--- src/rtl/fetch_sequencer_pkg.sv ---
// rtl/fetch_sequencer_pkg.sv - shared miniMIPS fetch constants and state encoding
package fetch_sequencer_pkg;

    localparam int FS_ADDR_W = 8;
    localparam int FS_NBYTES = 4;
    localparam logic [FS_ADDR_W-1:0] FS_RESET_PC = 8'h00;

    typedef enum logic [1:0] {
        ST_IDLE  = 2'd0,
        ST_READ  = 2'd1,
        ST_LATCH = 2'd2,
        ST_HOLD  = 2'd3
    } fetch_state_t;

endpackage

--- src/rtl/fetch_sequencer_pc_counter.sv ---
// rtl/fetch_sequencer_pc_counter.sv - program counter with async clear, priority load and increment
module fetch_sequencer_pc_counter #(
    parameter int                ADDR_W   = 8,
    parameter logic [ADDR_W-1:0] RESET_PC = '0
) (
    input  logic              CLK,
    input  logic              CLR_B,
    input  logic              load,
    input  logic [ADDR_W-1:0] load_val,
    input  logic              inc,
    output logic [ADDR_W-1:0] pc
);

    always_ff @(posedge CLK or negedge CLR_B) begin
        if (!CLR_B) begin
            pc <= RESET_PC;
        end else if (load) begin
            pc <= load_val;
        end else if (inc) begin
            pc <= pc + ADDR_W'(1);
        end
    end

endmodule

--- src/rtl/fetch_sequencer.sv ---
// rtl/fetch_sequencer.sv - byte-serial instruction fetch FSM driving the 8-bit memory bus
module fetch_sequencer
    import fetch_sequencer_pkg::*;
#(
    parameter int                ADDR_W   = FS_ADDR_W,
    parameter logic [ADDR_W-1:0] RESET_PC = ADDR_W'(FS_RESET_PC),
    parameter int                NBYTES   = FS_NBYTES
) (
    input  logic              CLK,
    input  logic              CLR_B,
    input  logic              run,
    output logic [ADDR_W-1:0] mem_addr,
    output logic              mem_rd,
    input  logic              mem_rdy,
    output logic [NBYTES-1:0] latch,
    output logic              instr_valid,
    input  logic              instr_ack,
    input  logic              pc_load,
    input  logic [ADDR_W-1:0] pc_load_val,
    output logic              busy
);

    localparam int                IDX_W    = (NBYTES > 1) ? $clog2(NBYTES) : 1;
    localparam logic [IDX_W-1:0]  LAST_IDX = IDX_W'(NBYTES - 1);
    localparam logic [NBYTES-1:0] STROBE0  = NBYTES'(1);

    fetch_state_t      state;
    logic [IDX_W-1:0]  byte_idx;
    logic [ADDR_W-1:0] pc;
    logic              pc_inc;

    // The counter gives pc_load priority, so a branch during LATCH wins over the step.
    assign pc_inc   = (state == ST_LATCH);
    assign mem_addr = pc;

    fetch_sequencer_pc_counter #(
        .ADDR_W   (ADDR_W),
        .RESET_PC (RESET_PC)
    ) u_pc (
        .CLK      (CLK),
        .CLR_B    (CLR_B),
        .load     (pc_load),
        .load_val (pc_load_val),
        .inc      (pc_inc),
        .pc       (pc)
    );

    always_ff @(posedge CLK or negedge CLR_B) begin
        if (!CLR_B) begin
            state       <= ST_IDLE;
            byte_idx    <= '0;
            mem_rd      <= 1'b0;
            latch       <= '0;
            instr_valid <= 1'b0;
            busy        <= 1'b0;
        end else if (pc_load) begin
            byte_idx    <= '0;
            latch       <= '0;
            instr_valid <= 1'b0;
            if (state != ST_IDLE || run) begin
                state  <= ST_READ;
                mem_rd <= 1'b1;
                busy   <= 1'b1;
            end else begin
                state  <= ST_IDLE;
                mem_rd <= 1'b0;
                busy   <= 1'b0;
            end
        end else begin
            case (state)
                ST_IDLE: begin
                    if (run) begin
                        state    <= ST_READ;
                        byte_idx <= '0;
                        mem_rd   <= 1'b1;
                        busy     <= 1'b1;
                    end
                end
                ST_READ: begin
                    if (mem_rdy) begin
                        state <= ST_LATCH;
                        latch <= STROBE0 << byte_idx;
                    end
                end
                ST_LATCH: begin
                    latch <= '0;
                    if (byte_idx == LAST_IDX) begin
                        state       <= ST_HOLD;
                        byte_idx    <= '0;
                        mem_rd      <= 1'b0;
                        instr_valid <= 1'b1;
                    end else begin
                        state    <= ST_READ;
                        byte_idx <= byte_idx + IDX_W'(1);
                    end
                end
                ST_HOLD: begin
                    if (instr_ack) begin
                        instr_valid <= 1'b0;
                        if (run) begin
                            state  <= ST_READ;
                            mem_rd <= 1'b1;
                        end else begin
                            state <= ST_IDLE;
                            busy  <= 1'b0;
                        end
                    end
                end
                default: begin
                    state  <= ST_IDLE;
                    mem_rd <= 1'b0;
                    latch  <= '0;
                    busy   <= 1'b0;
                end
            endcase
        end
    end

endmodule

--- config.mk ---
export PLATFORM = sky130hd
export DESIGN_NAME = fetch_sequencer
export DESIGN_NICKNAME = d
export VERILOG_FILES = /design/src/rtl/fetch_sequencer_pkg.sv /design/src/rtl/fetch_sequencer_pc_counter.sv /design/src/rtl/fetch_sequencer.sv
export SDC_FILE = /design/constraint.sdc
export NUM_CORES = 1
export LEC_CHECK = 0
export CAP_MARGIN = 40
export CELL_PAD_IN_SITES_DETAIL_PLACEMENT = 1
export CELL_PAD_IN_SITES_GLOBAL_PLACEMENT = 1
export CORE_MARGIN = 3
export CORE_UTILIZATION = 33
export DETAILED_ROUTE_END_ITERATION = 10
export GPL_TIMING_DRIVEN = 0
export HOLD_SLACK_MARGIN = 0.1
export PLACE_DENSITY = 0.85
export RECOVER_POWER = 100
export SLEW_MARGIN = 20
export SYNTH_ARGS = -nofsm -noshare
export SYNTH_HDL_FRONTEND = slang
export SYNTH_SLANG_ARGS = --single-unit
--- constraint.sdc ---
create_clock -name CLK -period 1.61 [get_ports CLK]
set_clock_uncertainty 0.2 [all_clocks]
set_input_delay 0.483 -clock CLK [delete_from_list [all_inputs] [get_ports CLK]]
set_output_delay 0.483 -clock CLK [all_outputs]
set_load 0.02 [all_outputs]
## Word-level counts from Yosys, hierarchy flattened

Index checks and enable logic that the tools add are counted.

- Register bits after elaboration: 19
- RAM bits: 0
- Output and inout bits: 15
- Memories kept: 0
- Latch bits: 0
- Word-level logic and storage cells: 66
- ROM bits: 0

- Muxes and demuxes: 32
- Shifts and indexed selects: 1
- Reduce and logical (&&, ||, !) cells: 15
- Multipliers: 0
- Add/sub/neg operators: 2
- Eq/ne operators: 9
- Divide/modulo/power cells: 0
- Order comparisons: 0
- Bitwise gates (word level): 0

Operator list:

| kind | count |
|---|---|
| $mux 2 | 8 |
| $mux 8 | 2 |
| $mux 1 | 14 |
| $ne 3x3->1 const B | 4 |
| $reduce_bool 3->1 | 4 |
| $reduce_and 3->1 | 3 |
| $add 8x1->8 const B | 1 |
| $mux 4 | 2 |
| $pmux 2 s4 | 1 |
| $pmux 4 s2 | 1 |
| $eq 2x2->1 const B | 3 |
| $pmux 1 s2 | 2 |
| $pmux 2 s2 | 1 |
| $reduce_and 2->1 | 2 |
| $reduce_and 4->1 | 1 |
| $reduce_bool 2->1 | 2 |
| $reduce_bool 4->1 | 1 |
| $shl 1x2->4 const A | 1 |
| $ne 3x2->1 const B | 1 |
| $pmux 1 s3 | 1 |
| $add 2x1->2 const B | 1 |
| $eq 2x1->1 const B | 1 |
| $logic_not 2->1 | 1 |
| $logic_or 1x1->1 | 1 |

## Depth between registers and ports, before layout

- Word-level depth: 4
- Depth in mapped cells: 6
- Gate-level depth less buffers: 5

## By module

A second synthesis with hierarchy kept.

- Cell total of the unflattened synthesis: 130
- Area, all modules: 1253.7 µm²

Modules (own cells, without submodules):

| module | cells an instance | times used | area an instance (µm²) |
|---|---|---|---|
| fetch_sequencer | 81 | 1 | 803.3 |
| fetch_sequencer_pc_counter | 49 | 1 | 450.4 |

## Worst setup path after synthesis

No wires, ideal clock.

- Path kind: register -> register
- From: reg state[0]
- To: reg u_pc.pc[5]
- Path buffers: 0
- Required time: 1.341 ns
- Cell stages (with the launch flop): 6
- Arrival: 1.472 ns
- Path slack: -0.131 ns
- Library setup time: 0.069 ns
- Clock period less this slack: 1.741 ns
- Cell sequence: dfrtp_1 -> inv_1 -> ha_1 -> nand4_2 -> or4_1 -> nand3_1

- Cells in the longest elaborated chain, start to end: 2

Ends and longest elaborated chain:

| element | line | text |
|---|---|---|
| start, declared | fetch_sequencer.sv:27 | `fetch_state_t state;` |
| start signal, assigned | fetch_sequencer.sv:50 | `state <= ST_IDLE;` |
| start signal, assigned | fetch_sequencer.sv:61 | `state <= ST_READ;` |
| start signal, assigned | fetch_sequencer.sv:65 | `state <= ST_IDLE;` |
| $eq 2x2->1 | fetch_sequencer.sv:33 | `assign pc_inc = (state == ST_LATCH);` |
| $reduce_bool 2->1 (no source line) | n/a |  |
| end signal, assigned | fetch_sequencer_pc_counter.sv:18 | `pc <= load_val;` |
| end signal, assigned | fetch_sequencer_pc_counter.sv:20 | `pc <= pc + ADDR_W'(1);` |
| end, declared | fetch_sequencer_pc_counter.sv:11 | `output logic [ADDR_W-1:0] pc` |

No other way between the ends.
A chain may end at the register's enable or synchronous reset.

## Worst setup path after layout

- From: reg state[0]
- To: reg byte_idx[0]

- Cells in the longest elaborated chain, start to end: 3

Ends and longest elaborated chain:

| element | line | text |
|---|---|---|
| $eq 2x2->1 or $logic_not 2->1 (tied branches) | fetch_sequencer.sv:70 | `case (state)` |
| $pmux 2 s2, or another cell as far along | fetch_sequencer.sv:70 |  |
| $mux 2 or $reduce_and 2->1 (tied branches) | n/a |  |
| end signal, assigned | fetch_sequencer.sv:94 | `byte_idx <= byte_idx + IDX_W'(1);` |
| end, declared | fetch_sequencer.sv:28 | `logic [IDX_W-1:0] byte_idx;` |

Several ways; a longest one is shown, not always the timed one.

==> impl_metrics.toml <==
[logic_synthesis]
synth-edff-count = 0
ys_async_sr_fraction = 1.00
synth.area.top_cells = "dfrtp_1 (39%), ha_1 (12%), nand2_1 (4.9%), nand2b_1 (2.6%), mux2i_1 (2.5%)"
synth_top_area_cell = "dfrtp_1"
ys_types = 38
synth_top_area_frac = 0.390
yosysWarningCount = 0
synth_seq_area_share = 0.390
synthCells = 128
synth_nets = 154
ys_seq_elements = 19
synthFlopType = "dfrtp_1"
synthesis.area_sq_um = 1220
avgSynthCellArea_sq_um = 9.52

[timing]
setup_viol = 18
timing.final.hold_violations = 0
whs_ns = 0.328
finalSetupTns_ns = -1.77
fmax_ghz = 0.536
worst_pin_slew_ns = 0.394
slew_violations = 0
relSlewSlack = 0.736
finalCritPeriodShare = 1.16
rsz0062_at_grt = "true"
finalWorstPathRequiredPeriod_ns = 1.87
fin_ws_ns = -0.257

[pwr]
totalPowerFinal_mw = 2.67
p_leak_nw = 0.831
p_per_area_nw_per_um2 = 1410
vdd_ir_drop_max_v = 0.000532

[place]
io_buffers = 28
dp_slack_ns = -0.571
gp_congestion = 0.828
dpl.hpwl_microns = 2670

[clock_tree]
cts_tree = "done"
clk_pin_slew_ns = 0.09
htreeDepth = 1
cts_root_buffer = "clkbuf_8"
clock-sinks = 19
clockBufferDepth = 2
clock_latency_ns = 0.26
cts_made_buffers = 3
cts_hold_buffers = 0

[layout]
nNetsFinal = 210
diodes = 0
area_delta_synth_final_pct = 54.8
final_common_cell = "buf_4"
utilization = 0.548
final_cell_mix = "buf_4 (20), nand2_1 (16), clkbuf_2 (15), dfrtp_1 (13), clkdlybuf4s50_1 (9)"
drive_gt1_frac = 0.443

[floorplan]
dieArea_sq_um = 4460
fp.dieW_microns = 66.8
initial_core_util = 0.354
die_y_microns = 66.8
num_io_pins = 29
coreArea_sq_um = 3440
rows = 21

[grt]
antenna_found_initial = 0
track_usage = 0.213
grt_pass1_vias = 1366
gr-total-overflow = 0
grt_max_degree = 13
grt_pass1_wl_microns = 7140

[drt]
ant_nets = 0
drtIter0Drc = 28
firstDrtPassIters = 4
wire_per_inst_microns = 20.3
routed_wl_microns = 4650
drc = 0
num_vias = 1255
via_per_inst = 5.48

[worst_setup_path]
crit_path_end_kind = "register"
crit_required_ns = 1.59
worst_ep_arrival_time_ns = 1.84
cp_max_fo = 8
critPathLaunchType = "register"
critical_path_class = "register to register"

[hold_path]
min_path_type = "register to register"

[outcome]
failed_checks = "negative setup slack"
outcome = "finished, violations left"

[run]
timing.max_cap.violations = 0
-- worst max-delay path: stages (launching register included) --
cell and delay [ns]:
dfrtp_2 0.47, inv_4 0.12, ha_4 0.17, buf_8 0.14
mux2i_2 0.10, or3_1 0.39, a21oi_2 0.19
-- state kept, by name (all words and copies together), names as in the netlist --
| name | flops |
|---|---|
| latch | 4 |
| mem_rd | 1 |
| byte_idx | 2 |
| instr_valid | 1 |
| state | 2 |
| busy | 1 |
| u_pc.pc | 8 |
-- cells by family (layout without fill, tap and decap cells) --
group | Yosys count | in the layout | share of synthesized area
adders and majority gates | 12 | 12 | 0.123
xor gates and xnor gates | 4 | 4 | 0.0288
muxes | 3 | 3 | 0.0246
AOI/OAI and AO/OA | 29 | 29 | 0.167
DFF | 19 | 19 | 0.390
buffers and inverters | 12 | 67 | 0.0441
and+or+nand+nor | 49 | 49 | 0.222
-- layout make-up --
cell class	instances	area, sq um
clock buffers	3	41.3
well taps	46	57.6
flip-flops and latches	19	483
multi-input cells	97	852
fillers	399	1560
clock inverters	1	5.00
plain buffers	4	32.5
inverters	8	32.5
repair buffers	51	383
-- Yosys cell counts (all sizes together), types with 3 or more instances --
cell and number:
dfrtp 19, nand2 16, ha 12, inv 8, o21ai 6, nand2b 5, nand3 5, nor2 5
a21oi 4, a22oi 3, a311oi 3, mux2i 3, nand3b 3, nand4 3, o211ai 3, or4 3
xor2 3
-- path summary, 6_finish.rpt --
path,depth (start not counted),slack [ns],from,end
worst max-delay path,6,-0.26,state[0],byte_idx[0]
worst min-delay path,2,0.33,latch[3],latch[3]
worst max register to register,6,-0.26,state[0],byte_idx[0]
worst min register to register,2,0.33,latch[3],latch[3]
max in group asynchronous,2,0.17,CLR_B,u_pc.pc[4]
min in group asynchronous,1,0.37,CLR_B,instr_valid
-- power by group --
part	leakage (nW)	switching (mW)	internal (mW)
Combinational	0.574	0.835	0.771
Clock	0.0255	0.183	0.172
Sequential	0.231	0.123	0.583
-- per-layer routing --
metal	routed length, microns	track usage
met1	1960	0.259
met4	122	0.0761
met3	143	0.0354
met5	0	0
met2	2420	0.375
-- repair_timing --
action,in CTS,in global routing
setup endpoints to repair,34,26
pin swaps,8,9
cloned,0,0
resized for setup,90,17
buffers inserted,14,8
-- through the flow --
step	cell area, sq um	std cells
global placement	1590	202
global route	1890	229
finish	1890	229
floorplan	1250	128
CTS	1840	221
detailed placement	1610	203
No activity file was read; power rests on OpenSTA's default activity.
